`config.mk`:
```
export PLATFORM = sky130hd
export DESIGN_NAME = uart_tx_arbiter
export DESIGN_NICKNAME = d
export VERILOG_FILES = /design/src/rtl/elbertv2_defs.sv /design/src/rtl/rr_priority_select.sv /design/src/rtl/uart_tx_arbiter.sv
export SDC_FILE = /design/constraint.sdc
export NUM_CORES = 1
export LEC_CHECK = 0
export ABC_AREA = 1
export CAP_MARGIN = 20
export CORE_MARGIN = 4
export CORE_UTILIZATION = 28
export DETAILED_ROUTE_END_ITERATION = 8
export PLACE_DENSITY = 0.77
export SYNTH_ARGS = -nofsm -noshare
export SYNTH_HDL_FRONTEND = slang
export SYNTH_SLANG_ARGS = --single-unit
```
`constraint.sdc`:
```
create_clock -name clk -period 1.8 [get_ports clk]
set_clock_uncertainty 0.2 [all_clocks]
set_input_delay 0.54 -clock clk [delete_from_list [all_inputs] [get_ports clk]]
set_output_delay 0.54 -clock clk [all_outputs]
set_load 0.02 [all_outputs]
```
`src/rtl/elbertv2_defs.sv`:
```
// Shared definitions for the Elbert V2 UART transmit path: state encoding, byte width, index sizing.
// Latency: none (types and constants only).
// Backpressure: not applicable.
package elbertv2_defs;

    typedef enum logic [0:0] {
        IDLE = 1'b0,
        OWN  = 1'b1
    } arb_state_t;

    localparam int UART_BYTE_W = 8;

    // Width of an index selecting one of n requesters; never narrower than one bit.
    function automatic int idx_w(input int n);
        return (n > 1) ? $clog2(n) : 1;
    endfunction

endpackage

```
`src/rtl/rr_priority_select.sv`:
```
// Round-robin picker: first set request scanning upward from ptr, wrapping at N_REQ.
// Latency: purely combinational.
// Backpressure: none; valid is simply the OR of all requests.
module rr_priority_select
    import elbertv2_defs::*;
#(
    parameter int N_REQ = 2,
    parameter int IDX_W = idx_w(N_REQ)
) (
    input  logic [N_REQ-1:0] req,
    input  logic [IDX_W-1:0] ptr,
    output logic             valid,
    output logic [IDX_W-1:0] idx
);

    logic [IDX_W-1:0] cand;

    // (base + off) mod N_REQ, with base < N_REQ and off < N_REQ.
    function automatic logic [IDX_W-1:0] wrap_add(input logic [IDX_W-1:0] base, input int off);
        int s;
        s = int'(base) + off;
        if (s >= N_REQ) begin
            s = s - N_REQ;
        end
        return IDX_W'(s);
    endfunction

    // Walk offsets from farthest to nearest so the candidate closest to ptr overwrites the rest.
    always_comb begin
        valid = |req;
        idx   = '0;
        cand  = '0;
        for (int k = N_REQ - 1; k >= 0; k--) begin
            cand = wrap_add(ptr, k);
            if (req[cand]) begin
                idx = cand;
            end
        end
    end

endmodule

```
`src/rtl/uart_tx_arbiter.sv`:
```
// Packet-granular round-robin sharing of one uart_tx buffer; optional idle-owner release via UART_TX_ARB_TIMEOUT_EN.
// Latency: grant one cycle after req in IDLE, first write in that same cycle; at most one write every two cycles.
// Backpressure: buffer_full stalls the owner's write (no ack) indefinitely without losing ownership.
module uart_tx_arbiter
    import elbertv2_defs::*;
#(
    parameter int N_REQ          = 2,
    parameter int TIMEOUT_CYCLES = 1024
) (
    input  logic                         clk,
    input  logic                         reset,
    input  logic [N_REQ-1:0]             req,
    input  logic [N_REQ-1:0]             last,
    input  logic [UART_BYTE_W*N_REQ-1:0] data,
    output logic [N_REQ-1:0]             ack,
    output logic [N_REQ-1:0]             gnt,
    output logic                         busy,
    output logic                         timeout,
    output logic [UART_BYTE_W-1:0]       data_in,
    output logic                         write_buffer,
    input  logic                         buffer_full
);

    localparam int               IDX_W    = idx_w(N_REQ);
    localparam logic [IDX_W-1:0] LAST_IDX = IDX_W'(N_REQ - 1);

    if (N_REQ < 2 || N_REQ > 8 || TIMEOUT_CYCLES < 2) begin : g_param_check
        $error("uart_tx_arbiter: N_REQ must be 2..8 and TIMEOUT_CYCLES at least 2");
    end

    arb_state_t       state_q, state_d;
    logic [IDX_W-1:0] owner_q, owner_d;
    logic [IDX_W-1:0] ptr_q, ptr_d;
    logic [IDX_W-1:0] owner_inc;
    logic [IDX_W-1:0] sel_idx;
    logic             sel_vld;
    logic             wr_last_q;
    logic             wr;
    logic             pkt_done;
    logic             force_rel;

    rr_priority_select #(
        .N_REQ (N_REQ),
        .IDX_W (IDX_W)
    ) u_rr_priority_select (
        .req   (req),
        .ptr   (ptr_q),
        .valid (sel_vld),
        .idx   (sel_idx)
    );

    // Skipping the cycle after each write lets buffer_full reflect that write before the next one.
    assign wr        = (state_q == OWN) & req[owner_q] & ~buffer_full & ~wr_last_q;
    assign pkt_done  = wr & last[owner_q];
    assign owner_inc = (owner_q == LAST_IDX) ? '0 : owner_q + IDX_W'(1);

`ifdef UART_TX_ARB_TIMEOUT_EN
    localparam int CNT_W = idx_w(TIMEOUT_CYCLES);

    logic [CNT_W-1:0] idle_cnt_q;

    // Release fires in the cycle the owner is still silent with the count already at the threshold.
    assign force_rel = (state_q == OWN) & ~req[owner_q] &
                       (idle_cnt_q == CNT_W'(TIMEOUT_CYCLES - 1));

    // Count consecutive owned cycles with the owner silent; stalls on buffer_full do not count.
    always_ff @(posedge clk) begin
        if (reset) begin
            idle_cnt_q <= '0;
        end else if ((state_q != OWN) || req[owner_q] || force_rel) begin
            idle_cnt_q <= '0;
        end else begin
            idle_cnt_q <= idle_cnt_q + CNT_W'(1);
        end
    end
`else
    assign force_rel = 1'b0;
`endif

    // State register: FSM state, owner, round-robin start point and write-spacing flag.
    always_ff @(posedge clk) begin
        if (reset) begin
            state_q   <= IDLE;
            owner_q   <= '0;
            ptr_q     <= '0;
            wr_last_q <= 1'b0;
        end else begin
            state_q   <= state_d;
            owner_q   <= owner_d;
            ptr_q     <= ptr_d;
            wr_last_q <= wr;
        end
    end

    // Next state: arbitrate in IDLE, hold ownership until the last byte or a forced release.
    always_comb begin
        state_d = state_q;
        owner_d = owner_q;
        ptr_d   = ptr_q;
        case (state_q)
            IDLE: begin
                if (sel_vld) begin
                    state_d = OWN;
                    owner_d = sel_idx;
                end
            end
            OWN: begin
                if (pkt_done || force_rel) begin
                    state_d = IDLE;
                    ptr_d   = owner_inc;
                end
            end
            default: begin
                state_d = IDLE;
            end
        endcase
    end

    // Outputs: grant follows the owner, byte lane and ack only during an actual write.
    always_comb begin
        ack          = '0;
        gnt          = '0;
        data_in      = '0;
        write_buffer = wr;
        busy         = (state_q == OWN);
        timeout      = force_rel;
        if (state_q == OWN) begin
            gnt[owner_q] = 1'b1;
        end
        if (wr) begin
            ack[owner_q] = 1'b1;
            data_in      = data[owner_q*UART_BYTE_W +: UART_BYTE_W];
        end
    end

endmodule

```
==> flow_summary.json <==
{
  "cts_root_buf": "clkbuf_4",
  "power.density_nw_per_um2": 413,
  "finalCriticalPeriod_ns": 2.08,
  "synth_area_leaders": "nand2_1, dfxtp_1, nor2_4",
  "hold_viol": 0,
  "synth.distinct_cells": 18,
  "finalWirelength_mm": 1.66,
  "crit_arrival_ns": 1.34,
  "tritoncts": "yes",
  "cp_max_fo": 6,
  "drc": 0,
  "synth_nets": 88,
  "die-area_um2": 1980,
  "place_hpwl_mm": 1.18,
  "cts_sinks": 4,
  "violations": "setup timing",
  "start_util_pct": 31.5,
  "synth_warnings": 0,
  "path_delay_family": "simple AND/OR/NAND/NOR gates",
  "synth_seq_area_share_pct": 21.4,
  "dpl_cell_area_um2": 827,
  "drive_gt1_share_pct": 49.2,
  "die_h_um": 44.6,
  "dpl.cell_count": 122,
  "drv_cap": 0,
  "critPathLaunch": "owner_q",
  "io_pins": 38,
  "end_kind": "primary output",
  "netlist_area_um2": 374,
  "design_area_um2": 937,
  "synthSimpleGateAreaFrac_pct": 58.2,
  "critPathCapture": "data_in[2]",
  "critPathRequiredTime_ns": 1.06,
  "irDropWorstVdd_mv": 0.359,
  "cpMaxStageDelayCell": "dfxtp_4",
  "drtIter0Drc": 3,
  "cts_buffers": 3,
  "grt_max_degree": 7,
  "crit_top_cell": "nand2_2",
  "h-tree-depth": 1,
  "final_common_cell": "nand2_1",
  "drt_first_pass_iters": 3,
  "ctsLongestPathBuffers": 2,
  "clk_latency_ns": 0.23,
  "netlist_instances": 65,
  "globalplace.congestion": 0.764,
  "grt_overflow": 0,
  "grt_pass1_vias": 600,
  "vias": 606,
  "final_cells": 132,
  "antenna_found_initial": 0,
  "rsz0062_at_grt": "yes",
  "fin_nets": 143,
  "fmax_mhz": 480,
  "worst-setup-path-type": "reg2out",
  "finalWorstSetupSlack_ns": -0.284,
  "status": "complete, but fails checks",
  "clkTransAtPathRegs_ns": 0.04,
  "avgSynthCellArea_um2": 5.76,
  "area_growth_pct": 151,
  "yosys.area.top_type": "nand2_1",
  "viasPerCell": 4.59,
  "rows": 12,
  "wl_per_cell_um": 12.5,
  "rr_endpoint": "ptr_q",
  "synth_top_family_by_area": "simple AND/OR/NAND/NOR gates",
  "r2r_start": "owner_q",
  "synth-xor-area-share_pct": 0,
  "hold_class": "reg2reg",
  "drv_slew": 0,
  "rrSetupSlack_ns": 0.46,
  "fillCellCount": 88,
  "grtUsageTotal_pct": 17.4,
  "antennaDiodeCount": 0,
  "worst_path_largest_cell_delay_ns": 0.36,
  "synth_compound_area_share_pct": 4.68,
  "synth_mux_area_share_pct": 0,
  "portBuffers": 36,
  "finalCritPeriodShare_pct": 116,
  "ys_seq_elements": 4,
  "ant_nets": 0,
  "start_kind": "flip-flop",
  "most-common-layout-cells": "nand2_1, clkdlybuf4s50_1, buf_6, buf_4, nand2_2",
  "grt_pass1_wl_mm": 2.55,
  "finalSetupViolations": 12,
  "synth.top_cell.area_share_pct": 32.1,
  "die_w_um": 44.6,
  "synthAdderAreaFrac_pct": 0,
  "power.leakage_nw": 0.475,
  "path_cells": "inv_4, nand3_2, nand2_2, nand2_4, nor2_4, nand2_1, nand2_2, buf_6",
  "r2r_cells": 9,
  "crit_buf_inv": 2,
  "cp_num_cells": 8,
  "core_area_um2": 1190
}
-- synthesized netlist by cell type, drive strengths merged --
| library cell | count |
|---|---|
| a21o | 1 |
| a21oi | 1 |
| buf | 2 |
| conb | 1 |
| dfxtp | 4 |
| inv | 9 |
| nand2 | 34 |
| nand3 | 4 |
| nand4 | 1 |
| nor2 | 7 |
| o21ai | 1 |
-- worst min-delay path by stage --
stage             to  slack, ns  start  cells past startpoint
6_report       ptr_q       0.33  ptr_q                      4
5_1_grt        ptr_q       0.39  ptr_q                      4
4_1_cts        ptr_q       0.33  ptr_q                      4
3_5_place_dp   ptr_q       0.33  ptr_q                      4
3_3_place_gp   ptr_q       0.33  ptr_q                      4
2_1_floorplan  ptr_q       0.29  ptr_q                      4
-- where the power goes --
| part | switching, mW | internal (mW) | leakage, nW |
|---|---|---|---|
| Combinational | 0.0794 | 0.101 | 0.427 |
| Clock | 0.0335 | 0.0743 | 0.0138 |
| Sequential | 0.00503 | 0.0939 | 0.0337 |
| Total | 0.118 | 0.269 | 0.475 |
-- repair_timing --
| item | 4_1_cts | 5_1_grt |
|---|---|---|
| hold buffers | 0 | 0 |
| gates resized for setup | 94 | 5 |
| setup buffers | 2 | 3 |
| gates cloned | 2 | 0 |
| setup endpoints to repair | 14 | 14 |
| pin swaps | 23 | 5 |
| endpoints found under the hold margin | 0 | 0 |
-- registers in the layout, summed over array words and instances, names as in the netlist --
| register | count |
|---|---|
| owner_q | 1 |
| busy | 1 |
| wr_last_q | 1 |
| ptr_q | 1 |
-- final cells by class --
| cell class | instances | area, um^2 | area share [%] |
|---|---|---|---|
| sequential | 4 | 85.1 | 9.08 |
| tap | 14 | 17.5 | 1.87 |
| inverter | 9 | 36.3 | 3.87 |
| clock buffer | 3 | 22.5 | 2.40 |
| multi-input combinational | 52 | 297 | 31.6 |
| timing repair buffer | 50 | 479 | 51.1 |
-- cell families (layout without fill, tap and decap cells) --
logic type / after synthesis / after routing
buffers and inverters: 11 / 62
AO/OA/AOI/OAI: 3 / 3
other: 1 / 1
flip-flops: 4 / 4
AND/OR/NAND/NOR: 46 / 48
-- worst register-to-register path, cell delays in order (launching register included) --
cell and delay [ns]:
dfxtp_4 0.37, inv_4 0.04, nand3_2 0.06, nand2_2 0.07
buf_4 0.13, buf_4 0.12, nand3_1 0.10, nand2_1 0.06
inv_1 0.05, nor2_1 0.03
-- layer usage --
layer	wire (um)	global-route usage [%]	vias to the layer above
met2	788	30.7	36
met5	0	0	-
met3	226	5.28	4
li1	-	-	303
met4	34	10.8	0
met1	606	17.7	263
-- through the flow --
step	hold WS (ns)	setup TNS [ns]	power [mW]	setup slack, ns	util, %
global placement	0.330	-13.25	0.258	-1.21	69.7
finish	0.332	-2.71	0.387	-0.284	79.0
floorplan	0.292	-1.49	0.164	-0.186	-
CTS	0.333	-2.75	0.385	-0.306	76.1
global route	0.387	-3.53	0.414	-0.352	79.0
detailed placement	0.329	-13.54	0.261	-1.26	69.7
No activity file was read; power rests on OpenSTA's default activity.
==> variant 1 (same flow settings) <==
The option `UART_TX_ARB_TIMEOUT_EN` is turned on by a define.
--- a/src/rtl/uart_tx_arbiter.sv
+++ b/src/rtl/uart_tx_arbiter.sv
@@ -2,4 +2,6 @@
 // Latency: grant one cycle after req in IDLE, first write in that same cycle; at most one write every two cycles.
 // Backpressure: buffer_full stalls the owner's write (no ack) indefinitely without losing ownership.
+`define UART_TX_ARB_TIMEOUT_EN
+
 module uart_tx_arbiter
     import elbertv2_defs::*;
Behaviour: no difference found for any inputs over 10 cycles, from zero or initial values and one cycle with reset high; that may be too few to reach the edited logic, so the function may still have changed.
==> variant 1 against the unedited design <==
The flow still finishes with violations (setup timing). Synthesized area up 130%. Sequential cell count up 10. Global-route usage down 2.9 points. Design area up 79%. Sequential power rose to 3.2 times the old value. Critical path depth down 1. Die area up 100%. Power up 95%. Setup slack worse by 0.044 ns. Fmax down 2.1%. Synthesized cell count up 91%. Wire length up 73%. First-iteration DRC count rose to 6.3 times the old value.
==> variant 1: results (changes against the unedited design) <==
- Wl on met1: 1100 microns (+82%)
- Vias in the first global route: 1,082 (+80%)
- Worst hold path cell count: 2 (-2)
- Placed standard-cell area: 1530 sq um (+85%)
- Fillers: 233 (+160%)
- First-pass GRT wire length: 4740 microns (+86%)
- Detail Placement HPWL: 2190 microns (+85%)
- Routed Wire Length: 2870 microns (+73%)
- Failing checks: setup timing
- Synth top area cells: dfxtp_1, nand2_1, nor2_1
- Reg clk slew, reported paths: 0.09 ns (+0.05 ns)
- GRT Total Usage: 14.6% (-2.9 points)
- Share of layout cells above drive strength 1: 51.3% (+2.1 points)
- Insertion delay to the later sink of the worst-skew pair: 0.28 ns (+0.05 ns)
- WL/cell: 12.7 microns (+1.1%)
- Largest net degree at the start of global routing: 11 (+4)
- Post-Synthesis Cells: 124 (+91%)
- Drt pass-1 iters: 4 (+1)
- Register area share after synthesis: 32.9% (+11 points)
- Outcome: finished, violations left
- GP Congestion: 0.782 (+2.4%)
- Finish-stage setup viols: 12 (unchanged)
- Routed wl met2: 1570 microns (+99%)
- Max VDD drop: 409 uV (+14%)
- Crit path DAT: 1.39 ns (+0.05 ns)
- Worst R2R Path Depth: 6 (-3)
- Dpl cells: 217 (+78%)
- P_leak: 0.750 nW (+58%)
- Most frequent cells after synthesis: nand2_1, dfxtp_1, nor2_1
- Maximum fanout along the worst path: 9 (+3)
- Area of the multi-input gates: 632 sq um (+110%)
- Netlist cell types: 23 (+5)
- Via density: 4.61 (+0.33%)
- PnR worst setup slack: -0.328 ns (-0.0442 ns)
[variant 1: worst paths after layout]
path | start | to | slack [ns]
max | buffer_full | data_in[5] | -0.33
min | idle_cnt_q[0]$_SDFF_PP0_ | idle_cnt_q[0]$_SDFF_PP0_ | 0.35
max reg2reg | idle_cnt_q[0]$_SDFF_PP0_ | idle_cnt_q[1]$_SDFF_PP0_ | 0.29
min reg2reg | idle_cnt_q[0]$_SDFF_PP0_ | idle_cnt_q[0]$_SDFF_PP0_ | 0.35
[variant 1: timing repair]
action | in CTS | in global routing
setup endpoints to repair | 15 | 15
gates cloned | 1 | 0
setup buffers | 3 | 3
gates resized for setup | 107 | 12
endpoints found under the hold margin | 0 | 0
pin swaps | 12 | 2
[variant 1: power breakdown]
group | switching [mW] | total [mW] | internal (mW)
sequential | 0.00531 | 0.321 | 0.316
combinational | 0.0949 | 0.207 | 0.112
clock | 0.104 | 0.227 | 0.123
total | 0.204 | 0.754 | 0.550
[variant 1: cell families (layout without fill, tap and decap cells)]
group                    after synthesis  after routing  synth area share [%]
adder cells (fa/ha/maj)                1              1                  1.47
XOR/XNOR                               6              6                  6.17
AND/OR/NAND/NOR                       83             83                  49.0
buffers and inverters                 15             86                  6.61
flip-flops                            14             14                  32.9
AO/OA/AOI/OAI                          5              5                  3.82
[variant 1: critical path: stages]
cell      delay (ns)
buf_6           0.09
nor3_4          0.25
nand3_2         0.14
clkinv_4        0.10
nand2_1         0.07
nand2_2         0.07
buf_6           0.11
[variant 1: through the flow]
| stage | TNS, ns | total power, mW | setup WS [ns] |
|---|---|---|---|
| 4_1_cts | -3.47 | 0.754 | -0.334 |
| 5_1_grt | -4.38 | 0.798 | -0.395 |
| 3_3_place_gp | -15.38 | 0.508 | -1.09 |
| 6_report | -3.56 | 0.754 | -0.328 |
| 2_1_floorplan | -0.773 | 0.401 | -0.0967 |
| 3_5_place_dp | -16.18 | 0.512 | -1.14 |
[variant 1: area by class of cell]
class	instances	area share (%)
clock buffer	4	2.17
inverter	15	3.96
multi-input combinational	95	37.8
sequential	14	17.3
tap	31	2.32
timing repair buffer	66	36.1
timing repair inverter	1	0.374
[variant 1: per-layer routing]
| layer | vias to the layer above | GRT usage, % |
|---|---|---|
| li1 | 525 | - |
| met1 | 480 | 15.5 |
| met2 | 30 | 26.7 |
| met3 | 6 | 3.20 |
| met4 | 0 | 7.16 |
| met5 | - | 0 |
==> variant 2 (same flow settings) <==
Made on the original files. `N_REQ` is set to 2 in 2 places; all go to 4.
--- a/src/rtl/rr_priority_select.sv
+++ b/src/rtl/rr_priority_select.sv
@@ -5,5 +5,5 @@
     import elbertv2_defs::*;
 #(
-    parameter int N_REQ = 2,
+    parameter int N_REQ = 4,
     parameter int IDX_W = idx_w(N_REQ)
 ) (
--- a/src/rtl/uart_tx_arbiter.sv
+++ b/src/rtl/uart_tx_arbiter.sv
@@ -5,5 +5,5 @@
     import elbertv2_defs::*;
 #(
-    parameter int N_REQ          = 2,
+    parameter int N_REQ          = 4,
     parameter int TIMEOUT_CYCLES = 1024
 ) (
Ports: changed (5 resized); port bits go from 38 to 62. The function was not compared with the original's and may differ.
==> variant 2 against the unedited design <==
The run still ends with setup timing left. Sequential cell count rose by 2. Wire length rose by 110%. Non-clock buffer count rose by 30. Utilization fell by 16 points. Setup slack got worse by 0.042 ns. Global-route usage fell by 1.1 points. Power rose by 130%. Sequential power rose by 67%. Design area rose by 110%. Synthesized area rose by 140%. Clock power rose by 13%.
==> variant 2: results (changes against the unedited design) <==
- Outcome: finished, violations left
- Failing checks: setup timing
- Most frequent cells after synthesis: nor2_1, nand2_1, o21ai_0
- Synthesized area per cell: 5.32 sq um (-7.6%)
- GRT Total Usage: 16.3% (-1.1 points)
- PnR worst setup slack: -0.326 ns (-0.0422 ns)
- Mapped Nets: 219 (+150%)
- Worst R2R Start: owner_q[0]$_SDFFE_PP0P_
- Max incr delay on CP: 0.20 ns (-0.16 ns)
- Hold Path End: ptr_q[1]$_SDFFE_PP0P_
- Multi-input combinational area share: 44.6% (+13 points)
- Multi-In Gates: 135 (+160%)
- Clock-cell share: 1.16% (-1.2 points)
- Clock share of power: 13.8% (-14 points)
- Register area share after synthesis: 13.1% (-8.3 points)
- Sequential cell area share: 6.63% (-2.4 points)
- Maximum fanout along the worst path: 7 (+1)
- Post-CTS Setup Bufs: 4 (+2)
- Non-CTS buffers: 80 (+60%)
- Routed wl met2: 1750 microns (+120%)
- Finish-stage setup viols: 17 (+5)
- Fin util: 63.1% (-16 points)
- Setup crit start: buffer_full
- P_leak: 0.899 nW (+89%)
- Routing usage on met2: 28.9% (-1.8 points)
- Drt pass-1 iters: 4 (+1)
- DR vias: 1,321 (+120%)
- Min-delay src: ptr_q[1]$_SDFFE_PP0P_
- Netlist cell types: 23 (+5)
- Final nets: 295 (+110%)
- WL met3: 230 microns (+1.8%)
- Largest regs: owner_q x2, ptr_q x2
- TritonCTS Sinks: 6 (+2)
- Slowest cell on the critical path: nor3_4
- Fillers: 292 (+230%)
- Critical Path End: data_in[3]
- Wl on met1: 1380 microns (+130%)
- Worst hold path cell count: 2 (-2)
- Max VDD drop: 226 uV (-37%)
- Post-CTS sizing: 169 (+80%)
- Synth top area cells: nor2_1, nand2_1, dfxtp_1
- Non-clk invs: 22 (+13)
- Pint: 505 uW (+88%)
- Area share of buffers outside the clock network: 39.6% (-12 points)
- First-pass GRT wire length: 5580 microns (+120%)
- R2R setup slack: 0.18 ns (-0.28 ns)
- Largest net degree at the start of global routing: 19 (+12)
- Placed standard-cell area: 1800 sq um (+120%)
- Min-delay worst type: reg2reg
- PortBufs: 60 (+67%)
- Crit Reg-Reg Endpoint: ptr_q[0]$_SDFFE_PP0P_
- GR Layer Usage met3: 2.39% (-2.9 points)
- GP Congestion: 0.831 (+8.8%)
- WL/cell: 11.7 microns (-6.3%)
- Detail Placement HPWL: 2600 microns (+120%)
variant 2: cell families (layout without fill, tap and decap cells):
logic type / after synthesis / after routing / synth area share [%]
simple gates: 94 / 94 / 42.7
buf+inv: 31 / 105 / 17.4
flops: 6 / 6 / 13.1
compound gates: 36 / 36 / 20.9
other cells: 1 / 1 / 0.410
fa+ha+maj: 4 / 4 / 5.47
variant 2: stage by stage:
step / hold WS, ns / TNS [ns] / power (mW) / setup slack (ns) / std cells
2_1_floorplan: 0.317 / -0.780 / 0.470 / -0.103 / 172
3_3_place_gp: 0.390 / -17.56 / 0.684 / -1.12 / 284
3_5_place_dp: 0.375 / -17.69 / 0.689 / -1.13 / 284
4_1_cts: 0.395 / -4.91 / 0.876 / -0.335 / 292
5_1_grt: 0.424 / -5.52 / 0.955 / -0.376 / 290
6_report: 0.396 / -4.56 / 0.881 / -0.326 / 290
variant 2: critical path: cells and delay by family:
kind            cells  cell delay, ns
simple gates        2            0.33
buf+inv             3            0.39
compound gates      1            0.12
